## src/rtl/branch_resolve_ctrl_pkg.sv

```systemverilog
// Shared definitions for the branch resolve controller: FSM state
// encodings and default sizing values used by the top and the update FIFO.
package branch_resolve_ctrl_pkg;

  localparam int WORD_SIZE_DEF    = 32;
  localparam int QDEPTH_DEF       = 4;
  localparam int FLUSH_CYCLES_DEF = 2;
  localparam int CNT_W_DEF        = 16;

  typedef enum logic [0:0] {
    BRC_IDLE  = 1'b0,
    BRC_FLUSH = 1'b1
  } brc_state_e;

endpackage

```

## src/rtl/branch_update_fifo.sv

```systemverilog
// Synchronous FIFO that serializes predictor updates onto the single table
// write port. A push into a full FIFO is accepted only when a pop happens in
// the same cycle; otherwise it is rejected and the caller counts the drop.
// The almost-full flag is registered so it never depends on this cycle's
// push/pop inputs.
module branch_update_fifo #(
  parameter int WIDTH = 65,
  parameter int DEPTH = 4
) (
  input  logic             clk,
  input  logic             rst,
  input  logic             push,
  input  logic [WIDTH-1:0] din,
  output logic             full,
  input  logic             pop,
  output logic [WIDTH-1:0] dout,
  output logic             empty,
  output logic             almost_full
);

  localparam int AW = $clog2(DEPTH);
  localparam logic [AW:0] AF_LEVEL = (AW+1)'(DEPTH - 1);

  logic [AW:0]      wr_q, wr_d;
  logic [AW:0]      rd_q, rd_d;
  logic [AW:0]      occ_d;
  logic             af_q;
  logic [WIDTH-1:0] mem_q [DEPTH];
  logic             push_ok;
  logic             pop_ok;

  assign empty       = (wr_q == rd_q);
  assign full        = (wr_q[AW] != rd_q[AW]) && (wr_q[AW-1:0] == rd_q[AW-1:0]);
  assign dout        = mem_q[rd_q[AW-1:0]];
  assign almost_full = af_q;

  assign pop_ok  = pop && !empty;
  assign push_ok = push && (!full || pop_ok);

  // Advance the pointers and work out the occupancy after this cycle's moves.
  always_comb begin
    wr_d = wr_q;
    rd_d = rd_q;
    if (push_ok) begin
      wr_d = wr_q + 1'b1;
    end
    if (pop_ok) begin
      rd_d = rd_q + 1'b1;
    end
    occ_d = wr_d - rd_d;
  end

  // Pointer, storage and almost-full registers; reset discards all entries.
  always_ff @(posedge clk or negedge rst) begin
    if (!rst) begin
      wr_q <= '0;
      rd_q <= '0;
      af_q <= 1'b0;
      for (int i = 0; i < DEPTH; i++) begin
        mem_q[i] <= '0;
      end
    end else begin
      wr_q <= wr_d;
      rd_q <= rd_d;
      af_q <= (occ_d >= AF_LEVEL);
      if (push_ok) begin
        mem_q[wr_q[AW-1:0]] <= din;
      end
    end
  end

endmodule

```

## src/rtl/branch_resolve_ctrl.sv

```systemverilog
// Branch resolve controller: checks each resolved branch against the
// prediction carried down the pipe, redirects fetch and flushes fetch/decode
// on a mispredict, queues predictor updates and keeps saturating statistics.
module branch_resolve_ctrl
  import branch_resolve_ctrl_pkg::*;
#(
  parameter int WORD_SIZE    = WORD_SIZE_DEF,
  parameter int QDEPTH       = QDEPTH_DEF,
  parameter int FLUSH_CYCLES = FLUSH_CYCLES_DEF,
  parameter int CNT_W        = CNT_W_DEF
) (
  input  logic                 clk,
  input  logic                 rst,
  input  logic                 ex_valid,
  input  logic [WORD_SIZE-1:0] ex_pc,
  input  logic                 ex_taken,
  input  logic [WORD_SIZE-1:0] ex_target,
  input  logic [WORD_SIZE-1:0] ex_pcplus4,
  input  logic                 ex_pred_taken,
  input  logic [WORD_SIZE-1:0] ex_pred_target,
  output logic                 redirect_valid,
  output logic [WORD_SIZE-1:0] redirect_pc,
  output logic                 flush_fd,
  output logic                 stall_pipe,
  output logic                 upd_valid,
  input  logic                 upd_ready,
  output logic [WORD_SIZE-1:0] upd_pc,
  output logic [WORD_SIZE-1:0] upd_target,
  output logic                 upd_taken,
  output logic [CNT_W-1:0]     branch_cnt,
  output logic [CNT_W-1:0]     mispredict_cnt,
  output logic [CNT_W-1:0]     drop_cnt
);

  localparam int FCW   = $clog2(FLUSH_CYCLES + 1);
  localparam int QW    = 2 * WORD_SIZE + 1;

  brc_state_e state_q, state_d;
  logic [FCW-1:0] fcnt_q, fcnt_d;

  logic                 redirect_valid_q, redirect_valid_d;
  logic [WORD_SIZE-1:0] redirect_pc_q, redirect_pc_d;
  logic                 flush_q, flush_d;

  logic [CNT_W-1:0] branch_cnt_q, branch_cnt_d;
  logic [CNT_W-1:0] mispredict_cnt_q, mispredict_cnt_d;
  logic [CNT_W-1:0] drop_cnt_q, drop_cnt_d;

  logic          mispredict;
  logic          accept;
  logic          deq;
  logic          drop;
  logic          fifo_full;
  logic          fifo_empty;
  logic          fifo_af;
  logic [QW-1:0] fifo_din;
  logic [QW-1:0] fifo_dout;

  // A branch is mispredicted on a wrong direction, or on a correctly
  // predicted taken branch whose predicted target was stale.
  assign mispredict = (ex_taken != ex_pred_taken) ||
                      (ex_taken && ex_pred_taken && (ex_target != ex_pred_target));

  // Resolutions arriving while flushing are wrong-path and simply ignored.
  assign accept = ex_valid && (state_q == BRC_IDLE);
  assign deq    = !fifo_empty && upd_ready;
  assign drop   = accept && fifo_full && !deq;

  assign fifo_din = {ex_pc, ex_target, ex_taken};

  branch_update_fifo #(
    .WIDTH (QW),
    .DEPTH (QDEPTH)
  ) u_fifo (
    .clk         (clk),
    .rst         (rst),
    .push        (accept),
    .din         (fifo_din),
    .full        (fifo_full),
    .pop         (deq),
    .dout        (fifo_dout),
    .empty       (fifo_empty),
    .almost_full (fifo_af)
  );

  assign upd_valid                        = !fifo_empty;
  assign {upd_pc, upd_target, upd_taken}  = fifo_dout;
  assign stall_pipe                       = fifo_af;

  // FSM state register together with the flush down-counter.
  always_ff @(posedge clk or negedge rst) begin
    if (!rst) begin
      state_q <= BRC_IDLE;
      fcnt_q  <= '0;
    end else begin
      state_q <= state_d;
      fcnt_q  <= fcnt_d;
    end
  end

  // Next state: enter FLUSH on an accepted mispredict and leave after the
  // last flush cycle, when the counter is about to run out.
  always_comb begin
    state_d = state_q;
    fcnt_d  = fcnt_q;
    case (state_q)
      BRC_IDLE: begin
        if (accept && mispredict) begin
          state_d = BRC_FLUSH;
          fcnt_d  = FCW'(FLUSH_CYCLES);
        end
      end
      BRC_FLUSH: begin
        fcnt_d = fcnt_q - 1'b1;
        if (fcnt_q == FCW'(1)) begin
          state_d = BRC_IDLE;
        end
      end
      default: begin
        state_d = BRC_IDLE;
        fcnt_d  = '0;
      end
    endcase
  end

  // Next values of the registered FSM outputs; the redirect PC is held
  // between mispredicts so the fetch stage always sees a stable value.
  always_comb begin
    redirect_valid_d = accept && mispredict;
    redirect_pc_d    = redirect_pc_q;
    if (redirect_valid_d) begin
      redirect_pc_d = ex_taken ? ex_target : ex_pcplus4;
    end
    flush_d = (state_d == BRC_FLUSH);
  end

  // Saturating statistics: they stick at all-ones instead of wrapping.
  always_comb begin
    branch_cnt_d     = branch_cnt_q;
    mispredict_cnt_d = mispredict_cnt_q;
    drop_cnt_d       = drop_cnt_q;
    if (accept && (branch_cnt_q != '1)) begin
      branch_cnt_d = branch_cnt_q + 1'b1;
    end
    if (accept && mispredict && (mispredict_cnt_q != '1)) begin
      mispredict_cnt_d = mispredict_cnt_q + 1'b1;
    end
    if (drop && (drop_cnt_q != '1)) begin
      drop_cnt_d = drop_cnt_q + 1'b1;
    end
  end

  // Output and statistics registers, all cleared by reset.
  always_ff @(posedge clk or negedge rst) begin
    if (!rst) begin
      redirect_valid_q <= 1'b0;
      redirect_pc_q    <= '0;
      flush_q          <= 1'b0;
      branch_cnt_q     <= '0;
      mispredict_cnt_q <= '0;
      drop_cnt_q       <= '0;
    end else begin
      redirect_valid_q <= redirect_valid_d;
      redirect_pc_q    <= redirect_pc_d;
      flush_q          <= flush_d;
      branch_cnt_q     <= branch_cnt_d;
      mispredict_cnt_q <= mispredict_cnt_d;
      drop_cnt_q       <= drop_cnt_d;
    end
  end

  assign redirect_valid = redirect_valid_q;
  assign redirect_pc    = redirect_pc_q;
  assign flush_fd       = flush_q;
  assign branch_cnt     = branch_cnt_q;
  assign mispredict_cnt = mispredict_cnt_q;
  assign drop_cnt       = drop_cnt_q;

endmodule

```

## config.mk

```make
export PLATFORM = sky130hd
export DESIGN_NAME = branch_resolve_ctrl
export DESIGN_NICKNAME = d
export VERILOG_FILES = /design/src/rtl/branch_resolve_ctrl_pkg.sv /design/src/rtl/branch_update_fifo.sv /design/src/rtl/branch_resolve_ctrl.sv
export SDC_FILE = /design/constraint.sdc
export NUM_CORES = 1
export LEC_CHECK = 0
export ABC_AREA = 0
export BUFFER_PORTS_ARGS = -buffer_cell sky130_fd_sc_hd__buf_2
export CAP_MARGIN = 25
export CORE_UTILIZATION = 50
export DETAILED_ROUTE_END_ITERATION = 6
export PLACE_DENSITY_LB_ADDON = 0.15
export SLEW_MARGIN = 20
export SYNTH_ARGS = -nofsm -noshare
export SYNTH_HDL_FRONTEND = slang
export SYNTH_SLANG_ARGS = --single-unit
export TNS_END_PERCENT = 20
```

## constraint.sdc

```tcl
create_clock -name clk -period 2.7 [get_ports clk]
set_clock_uncertainty 0.05 [all_clocks]
set_input_delay 0.135 -clock clk [delete_from_list [all_inputs] [get_ports clk]]
set_output_delay 0.135 -clock clk [all_outputs]
set_load 0.01 [all_outputs]
```

-- Yosys cells after proc, flatten, opt, wreduce, memory -nomap -nowiden
Cells that the tools add are included.
- bitwise operators: 3
- equality and inequality tests: 10
- div/mod/pow operators: 0
- add/subtract/negate cells: 7
- order comparisons: 4
- reduce and logical (&&, ||, !) cells: 19
- shift operators: 0
- multiply operators: 0
- mux-type cells: 14
- operators by type and width (operator ; number):
    bitwise mux 260 bit ; 1
    two-way mux 65 bit ; 3
    binary-select mux 65 bit (select 2 bit) ; 1
    demux 65 bit (select 2 bit) ; 1
    adder 16 x 1 -> 16 bit (second input constant) ; 3
    inequality test 16 bit (second input constant) ; 3
    two-way mux 32 bit ; 1
    inequality test 32 bit ; 1
    logical AND 1 bit ; 14
    adder 3 x 1 -> 3 bit (second input constant) ; 2
    greater-or-equal comparator 3 bit (second input constant) ; 2
    two-way mux 3 bit ; 2
    NOT 2 -> 3 bit ; 2
    case mux 2 bit (2 select lines) ; 1
    == test 3 bit ; 1
    greater-or-equal comparator 3 x 2 -> 1 bit (second input constant) ; 1
    logical NOT 1 bit ; 3
    less-than comparator 3 x 1 -> 1 bit (second input constant) ; 1
    subtractor 3 bit ; 1
    == test 2 x 1 -> 1 bit (second input constant) ; 1
    == test 2 bit ; 1
    logical OR 1 bit ; 2
    two-way mux 1 bit ; 2
    two-way mux 2 bit ; 1
    other kinds (5) ; 6
- memories kept: 0
- ROM bits: 0
- output and inout port bits: 149
- input bits: 134
- RAM bits: 0
- latch bits: 0
- register bits: 351

-- Logic depth before layout (Yosys ltp)
Gate-level depths: netlist of the first run.
- depth in word-level cells: 9
- mapped depth: 12
- mapped depth without buffers: 11

-- Hierarchy
From an unflattened synthesis of the first run, not the netlist that was laid out.
- cell total of the unflattened synthesis: 1044
- area, all modules: 16225.6 um^2
- modules (own cells, without submodules) (module ; instances ; area an instance (um^2) ; cells each):
    branch_update_fifo ; 1 ; 11705.0 ; 676
    branch_resolve_ctrl ; 1 ; 4520.6 ; 368

-- Least setup slack after synthesis of the first run
OpenSTA, ideal clock, no wires.
- path kind: register to register
- from: register u_fifo.rd_q[0]
- to: register u_fifo.af_q, in the netlist u_fifo.almost_full
- data arrival time: 2198 ps
- buffers on the path: 2
- cell stages (with the launch flop): 9
- path slack: 328 ps
- required time: 2526 ps
- path through: dfrtp_1 clkbuf_1 clkbuf_1 xnor2_1 ha_1 fa_1 xnor2_1 xnor2_1 o21bai_1
- elaborated cells between the ends (all ways): 14
- RTL lines (item ; line ; text):
    start, declared ; branch_update_fifo.sv:25 ; logic [AW:0] rd_q, rd_d;
    start signal, assigned ; branch_update_fifo.sv:64 ; rd_q <= rd_d;
    parallel branches: the longest is 4 deep, another holds adder 3 x 1 -> 3 bit ; - ;
    two-way mux 3 bit (*) ; branch_update_fifo.sv:47 ; if (pop_ok) begin
    via u_fifo.rd_d[0] ; branch_update_fifo.sv:25 ;
    subtractor 3 bit (*) ; branch_update_fifo.sv:50 ; occ_d = wr_d - rd_d;
    greater-or-equal comparator 3 x 2 -> 1 bit (*) ; branch_update_fifo.sv:65 ; af_q <= (occ_d >= AF_LEVEL);
    end signal, assigned ; branch_update_fifo.sv:65 ;
    end, declared ; branch_update_fifo.sv:27 ; logic af_q;
Mark *: on every way through the listed nets, which the timed path passes.
A chain may end at the register's enable or synchronous reset.

-- Worst setup path after layout of the first run
- from: input port ex_target[25]
- to: register mispredict_cnt_q[4], in the netlist mispredict_cnt[4]
- longest elaborated chain between the ends: 5
- RTL lines (item ; line ; text):
    start, declared ; branch_resolve_ctrl.sv:17 ; input logic [WORD_SIZE-1:0] ex_target,
    inequality test 32 bit ; branch_resolve_ctrl.sv:62 ; (ex_taken && ex_pred_taken && (ex_target != ex_pred_target));
    logical AND 1 bit ; branch_resolve_ctrl.sv:62 ;
    logical OR 1 bit ; branch_resolve_ctrl.sv:61 ; assign mispredict = (ex_taken != ex_pred_taken) ||
    logical AND 1 bit (2 in series) ; branch_resolve_ctrl.sv:145 ; if (accept && mispredict && (mispredict_cnt_q != '1)) begin
    end signal, assigned ; branch_resolve_ctrl.sv:167 ; mispredict_cnt_q <= mispredict_cnt_d;
    end, declared ; branch_resolve_ctrl.sv:46 ; logic [CNT_W-1:0] mispredict_cnt_q, mispredict_cnt_d;
No other way between the ends.

==> results of run 1 <==
## power breakdown
group / total (mW) / internal [mW] / switching [mW]
Sequential: 8.90 / 7.66 / 1.24
Combinational: 9.14 / 5.10 / 4.04
Clock: 5.10 / 3.08 / 2.02
Total: 23.1 / 15.8 / 7.30
## sequential cells by signal (all words and copies together), names as in the netlist
signal and cells:
branch_cnt 16, drop_cnt 16, fcnt_q 2, flush_fd 1, mispredict_cnt 16, redirect_pc 32, redirect_valid 1, u_fifo.almost_full 1
u_fifo.mem_q 260, u_fifo.rd_q 3, u_fifo.wr_q 3
## final timing paths
| path | startpoint | endpoint | depth (start not counted) |
|---|---|---|---|
| max | ex_target[25] | mispredict_cnt[4]$_DFFE_PN0P_ | 11 |
| min | ex_target[28] | u_fifo.mem_q[159]$_DFFE_PN0P_ | 2 |
| max reg2reg | u_fifo.rd_q[0]$_DFF_PN0_ | u_fifo.almost_full$_DFF_PN0_ | 10 |
| min reg2reg | redirect_pc[23]$_DFFE_PN0P_ | redirect_pc[23]$_DFFE_PN0P_ | 2 |
| max in group asynchronous | rst | u_fifo.mem_q[66]$_DFFE_PN0P_ | 3 |
| min in group asynchronous | rst | u_fifo.mem_q[143]$_DFFE_PN0P_ | 2 |
## final cells by class
| class | count | area, µm² |
|---|---|---|
| Clock buffer | 60 | 1180 |
| Clock inverter | 8 | 67.6 |
| Fill cell | 2310 | 10400 |
| Inverter | 11 | 43.8 |
| Multi-Input combinational cell | 652 | 6700 |
| Sequential cell | 351 | 8790 |
| Tap cell | 396 | 495 |
| Timing Repair Buffer | 449 | 3160 |
## critical path: stages
cell	delay [ns]
dlygate4sd3_1	0.53
buf_2	0.16
xor2_1	0.37
nor4_1	0.12
buf_4	0.15
nand2_1	0.14
o41a_1	0.22
o21ai_4	0.09
buf_12	0.17
or4b_2	0.68
xnor2_1	0.14
## logic make-up (layout without fill, tap and decap cells)
kind of cell	Yosys count	count (layout)	synth area share
multiplexers	363	363	0.303
flip-flops	351	351	0.557
AND/OR/NAND/NOR	147	147	0.0460
adder cells (fa/ha/maj)	12	12	0.0100
AO/OA/AOI/OAI	50	50	0.0186
buffers and inverters	67	528	0.0202
XOR/XNOR	80	80	0.0445
## layout by cell type, fill, tap and decap left out, types with 2 or more instances in the layout
master,synthesis,layout
a31oi_1,3,3
and2_1,3,3
and3_1,7,7
and4_1,4,4
buf_12,0,15
buf_2,27,281
buf_4,0,35
clkbuf_1,23,11
clkbuf_16,0,41
clkbuf_8,0,8
clkinv_2,0,6
dfrtp_1,351,349
dfrtp_4,0,2
dlygate4sd3_1,0,116
ha_1,11,11
inv_1,10,10
mux2_2,264,264
mux2i_1,33,33
mux4_2,65,65
nand2_1,67,63
nand2_4,0,4
nand3_1,16,16
nand4_1,13,13
nor2_1,12,12
nor2b_1,2,2
nor3_1,5,5
nor4_1,10,9
nor4_2,1,2
o21ai_0,37,37
xnor2_1,33,33
xor2_1,47,47
## layer usage
layer	vias up	wire length, µm	global-route usage
met5	-	0	0
met4	0	1210	0.0810
met3	71	2210	0.0567
met2	283	18700	0.418
met1	5374	15700	0.308
li1	4752	-	-
## per-stage QoR
step	hold WS (ns)	instances	utilization	power [mW]	cell area, µm²
after floorplan	-0.211	1070	-	14.7	15800
after global placement	0.165	1742	0.584	17.8	18000
after detailed placement	0.164	1742	0.584	18.1	18000
after CTS	0.00993	1926	0.662	23.4	20400
after global routing	0.0267	1927	0.663	24.6	20400
final	0.0439	1927	0.663	23.1	20400
## what timing repair did
item / in CTS / in global routing
setup endpoints to repair: 0 / 24
gates resized for setup: 0 / 2
hold endpoints to repair: 354 / 0
hold buffers: 116 / 0
==> key figures, run 1 <==
Finish
  – Ant. Diodes: 0
  – Area Overhead vs Synth: 29.7%
  – Layout cells sized above 1: 0.479
  – # nets final: 1649

STA
  – # setup viols final: 0
  – RSZ-0062 raised after global routing: no
  – Slew headroom: 0.495
  – Final worst slack: 0.132 ns
  – Worst slew pin tran: 0.757 ns
  – Pins Over Slew Limit: 0
  – Setup_tns: 0 ns
  – Hold Fails Final Rpt: 0
  – Max Freq: 0.389 GHz
  – Final Critical Period: 2.57 ns
  – Crit share post-route: 0.951

Die
  – Die Area: 32200 µm²
  – Die X: 180 µm
  – # rows: 64
  – Ports: 283
  – Core area: 30800 µm²
  – DIE HEIGHT: 180 µm
  – Starting Density: 0.511

Clock tree
  – Reg clk slew, reported paths: 0.06 ns
  – Clk buf depth: 3
  – Post-CTS Setup Inserts: 0
  – Htree depth: 2
  – CTS tree: done
  – Total CTS buffers: 38
  – Num Clock Sinks: 351
  – Root Buffer: clkbuf_16
  – Clk Latency, worst-skew pair: 0.51 ns

Worst setup path
  – R2R setup slack: 0.23 ns
  – CP max FO: 11
  – Crit path kind: in -> reg
  – Crit path arrival time: 2.91 ns
  – Crit end category: flop
  – Worst Setup Start Kind: input port
  – Req. time, crit path: 3.04 ns

Logic synthesis
  – Flops & latches, synth: 351
  – Syn_nets: 1216
  – Post-synth EDFFs: 0
  – Ys async rst share: 1.00
  – Unique cell type count in the Yosys netlist: 45
  – Post-synth top area cell: dfrtp_1
  – Most common library cells after synthesis: dfrtp_1, mux2_2, nand2_1, mux4_2, xor2_1
  – Primary FF master, synth: dfrtp_1
  – Post-synth top area share: 0.557
  – Largest cells by area after synthesis: dfrtp_1, mux2_2, mux4_2
  – Most frequent cell after synthesis: dfrtp_1
  – Syn Inst Count: 1070
  – Synthesized cell area: 15800 µm²
  – Yosys warns: 0
  – Avg Inst Size Synth: 14.7 µm²
  – Sequential-to-total area share from yosys stat: 0.557

Drt
  – DR WL/cell: 19.6 µm
  – Routed WL: 37800 µm
  – Drt pass-1 iters: 7
  – DRC: 26
  – Antenna Nets Post-Route: 0
  – Vias per cell: 5.44
  – Total number of vias: 10500
  – Initial DRC count: 455

GRT
  – Initial antenna violation count: 0
  – Total gr overflow: 0
  – Global-route wire length before repair: 62100 µm
  – Overall routing resource usage: 0.245
  – Largest net degree at the start of global routing: 88
  – Vias in the first global route: 11400

Place
  – Gp weighted congestion: 0.807
  – Pre-CTS WS: 0.0128 ns
  – Number of port buffers: 282
  – Post-DP HPWL: 25200 µm

Power and ir drop
  – P_leak: 9.59 nW
  – Worst IR Drop VDD: 0.643 mV
  – PD cells: 1130 nW/µm²

Run
  – Max-Cap Viols: 0

Run status
  – Failing checks: design-rule violations
  – Run status: finished, violations left

Worst hold path
  – HP Class: in -> reg
(Power assumes the default switching activity.)
==> run 2, diff against run 1 <==
Settings changed: CORE_ASPECT_RATIO from default to 0.9, GPL_TIMING_DRIVEN from default to 0.
==> run 2 against run 1 <==
Compared with the run above:
- the run now ends clean
- register-to-register slack worse by 0.09 ns
- fmax is 1.4% lower
- total power is 1.9% higher
- wire length is 4.2% higher
- utilization is 0.16 points higher
- via count hardly changed
- final cell count is 2.0% higher
- hold slack worse by 0.034 ns
- critical path type unchanged
- critical endpoint is now redirect_pc[29]$_DFFE_PN0P_
==> key figures, run 2 (synthesized netlist as in run 1, its figures left out) <==
Run status
  – Run status: finished, final reports clean

STA
  – Max Freq: 0.384 GHz
  – Slew headroom: 0.381
  – Worst slew pin tran: 0.929 ns
  – Pins Over Slew Limit: 0
  – Hold slack: 0.0103 ns
  – Final Critical Period: 2.61 ns
  – Setup_tns: 0 ns
  – Crit share post-route: 0.965
  – # setup viols final: 0
  – Hold Fails Final Rpt: 0
  – RSZ-0062 raised after global routing: yes

Drt
  – DRC: 0
  – Vias per cell: 5.33
  – Total number of vias: 10500
  – Drt pass-1 iters: 6
  – Initial DRC count: 414
  – DR WL/cell: 20.0 µm
  – Antenna Nets Post-Route: 0
  – Routed WL: 39400 µm

GRT
  – M2 GR Usage: 0.417
  – Most Used Layer, Global Route: met2
  – Overall routing resource usage: 0.248
  – Global-route wire length before repair: 61800 µm
  – Initial antenna violation count: 1
  – Vias in the first global route: 11200
  – Largest net degree at the start of global routing: 95
  – Met3 Use GR: 0.0499
  – Met1 Usage GRT: 0.332
  – Total gr overflow: 0

Run
  – Max-Cap Viols: 0

Power and ir drop
  – PD cells: 1150 nW/µm²
  – Power consumption: 23.6 mW
  – P_leak: 9.60 nW
  – Worst IR Drop VDD: 0.837 mV

Die
  – Core area: 31000 µm²
  – # rows: 61
  – DIE HEIGHT: 170 µm
  – Die X: 189 µm
  – Starting Density: 0.509
  – Ports: 283
  – Die Area: 32200 µm²

Clock tree
  – Num Clock Sinks: 351
  – Root Buffer: clkbuf_16
  – Total CTS buffers: 38
  – CTS tree: done
  – Reg clk slew, reported paths: 0.06 ns
  – Clk Latency, worst-skew pair: 0.52 ns
  – Clk buf depth: 3
  – Htree depth: 2

Place
  – Post-DP HPWL: 26100 µm
  – Number of port buffers: 282
  – Gp weighted congestion: 0.808

Worst setup path
  – Req. time, crit path: 3.03 ns
  – Crit path arrival time: 2.93 ns
  – Crit end category: flop
  – Slowest CP cell: o41a_1
  – Crit path kind: in -> reg
  – Crit-path cells: dlygate4sd3_1 -> buf_2 -> xor2_1 -> nor4_1 -> nand2_1 -> o41a_1 -> o21ai_4 -> buf_8 -> buf_2 -> o21ai_0
  – Slowest cell delay on critical path: 0.54 ns
  – CP max FO: 10
  – Reg2Reg Depth: 11
  – Worst Setup Start Kind: input port
  – Most used cell, CP: buf_2

Finish
  – Post-Route Utilization: 0.664
  – Layout cells sized above 1: 0.476
  – Largest Register: u_fifo.mem_q
  – Area Overhead vs Synth: 30.6%
  – Commonest cells after routing, fill and taps aside: dfrtp_1, buf_2, mux2_2
  – Max reg flops: 260
  – Final-layout fill cell count: 2309
  – Most common cell after layout, fill and taps aside: dfrtp_1
  – # nets final: 1671

Worst hold path
  – WHS Path Cells: 2
  – HP Class: in -> reg
==> run 2: cell count changes in the layout (fill, tap and decap cells not counted), sizes merged <==
cell         change
clkbuf          +22
buf             -18
diode            +1
bufinv           +4
clkinv           +5
dlygate4sd3     +11
==> run 2: cell type report <==
type | instances | area [µm²] | share of cell area
diodes | 1 | 2.50 | 0.000122
plain buffers | 55 | 343 | 0.0167
clock buffers | 53 | 1140 | 0.0554
clock inverters | 17 | 213 | 0.0103
inverters | 11 | 43.8 | 0.00213
multi-input cells | 652 | 6690 | 0.325
flip-flops and latches | 351 | 8780 | 0.427
well taps | 409 | 512 | 0.0249
repair buffers | 416 | 2860 | 0.139
==> run 2: what timing repair did <==
| action | CTS | global route |
|---|---|---|
| hold endpoints to repair | 479 | 1 |
| buffers inserted | 0 | 2 |
| cloned | 0 | 1 |
| hold buffers | 126 | 1 |
| resized for setup | 20 | 23 |
| pin swaps | 0 | 4 |
| setup endpoints to repair | 266 | 223 |
==> run 2: worst max-delay path: cells and delay by family <==
family	cells	cell delay (ns)
xor gates and xnor gates	1	0.20
and+or+nand+nor	2	0.50
AOI/OAI and AO/OA	3	0.95
buffers and inverters	4	1.13
==> run 2: power by group <==
group,total [mW],internal [mW],switching (mW),leakage (nW)
combinational,9.21,5.09,4.11,4.63
sequential,8.86,7.65,1.21,4.29
clock,5.52,3.43,2.09,0.675
total,23.6,16.2,7.41,9.60
==> run 2: final timing paths <==
path                       slack [ns]                        start                       endpoint
max                              0.09                ex_target[12]    redirect_pc[29]$_DFFE_PN0P_
min                              0.01                 ex_target[3]  u_fifo.mem_q[199]$_DFFE_PN0P_
max reg2reg                      0.14     u_fifo.rd_q[0]$_DFF_PN0_   u_fifo.almost_full$_DFF_PN0_
min reg2reg                      0.43  redirect_pc[24]$_DFFE_PN0P_    redirect_pc[24]$_DFFE_PN0P_
max in group asynchronous        1.33                          rst   u_fifo.mem_q[53]$_DFFE_PN0P_
min in group asynchronous        0.05                          rst  u_fifo.mem_q[207]$_DFFE_PN0P_
==> run 2: metal layers <==
metal / routed length [µm] / up-vias / share of wire
li1: - / 4815 / -
met1: 17600 / 5374 / 0.45
met4: 646 / 0 / 0.016
met2: 19300 / 237 / 0.49
met5: 0 / - / 0
met3: 1860 / 47 / 0.047
==> run 2: stage by stage <==
step	setup WS, ns	cell area [µm²]	instances
global route	-0.0664	20600	1965
detailed placement	-0.323	17800	1765
floorplan	0.328	15800	1070
global placement	-5.44	17700	1761
CTS	0.0128	20400	1961
finish	0.0944	20600	1965
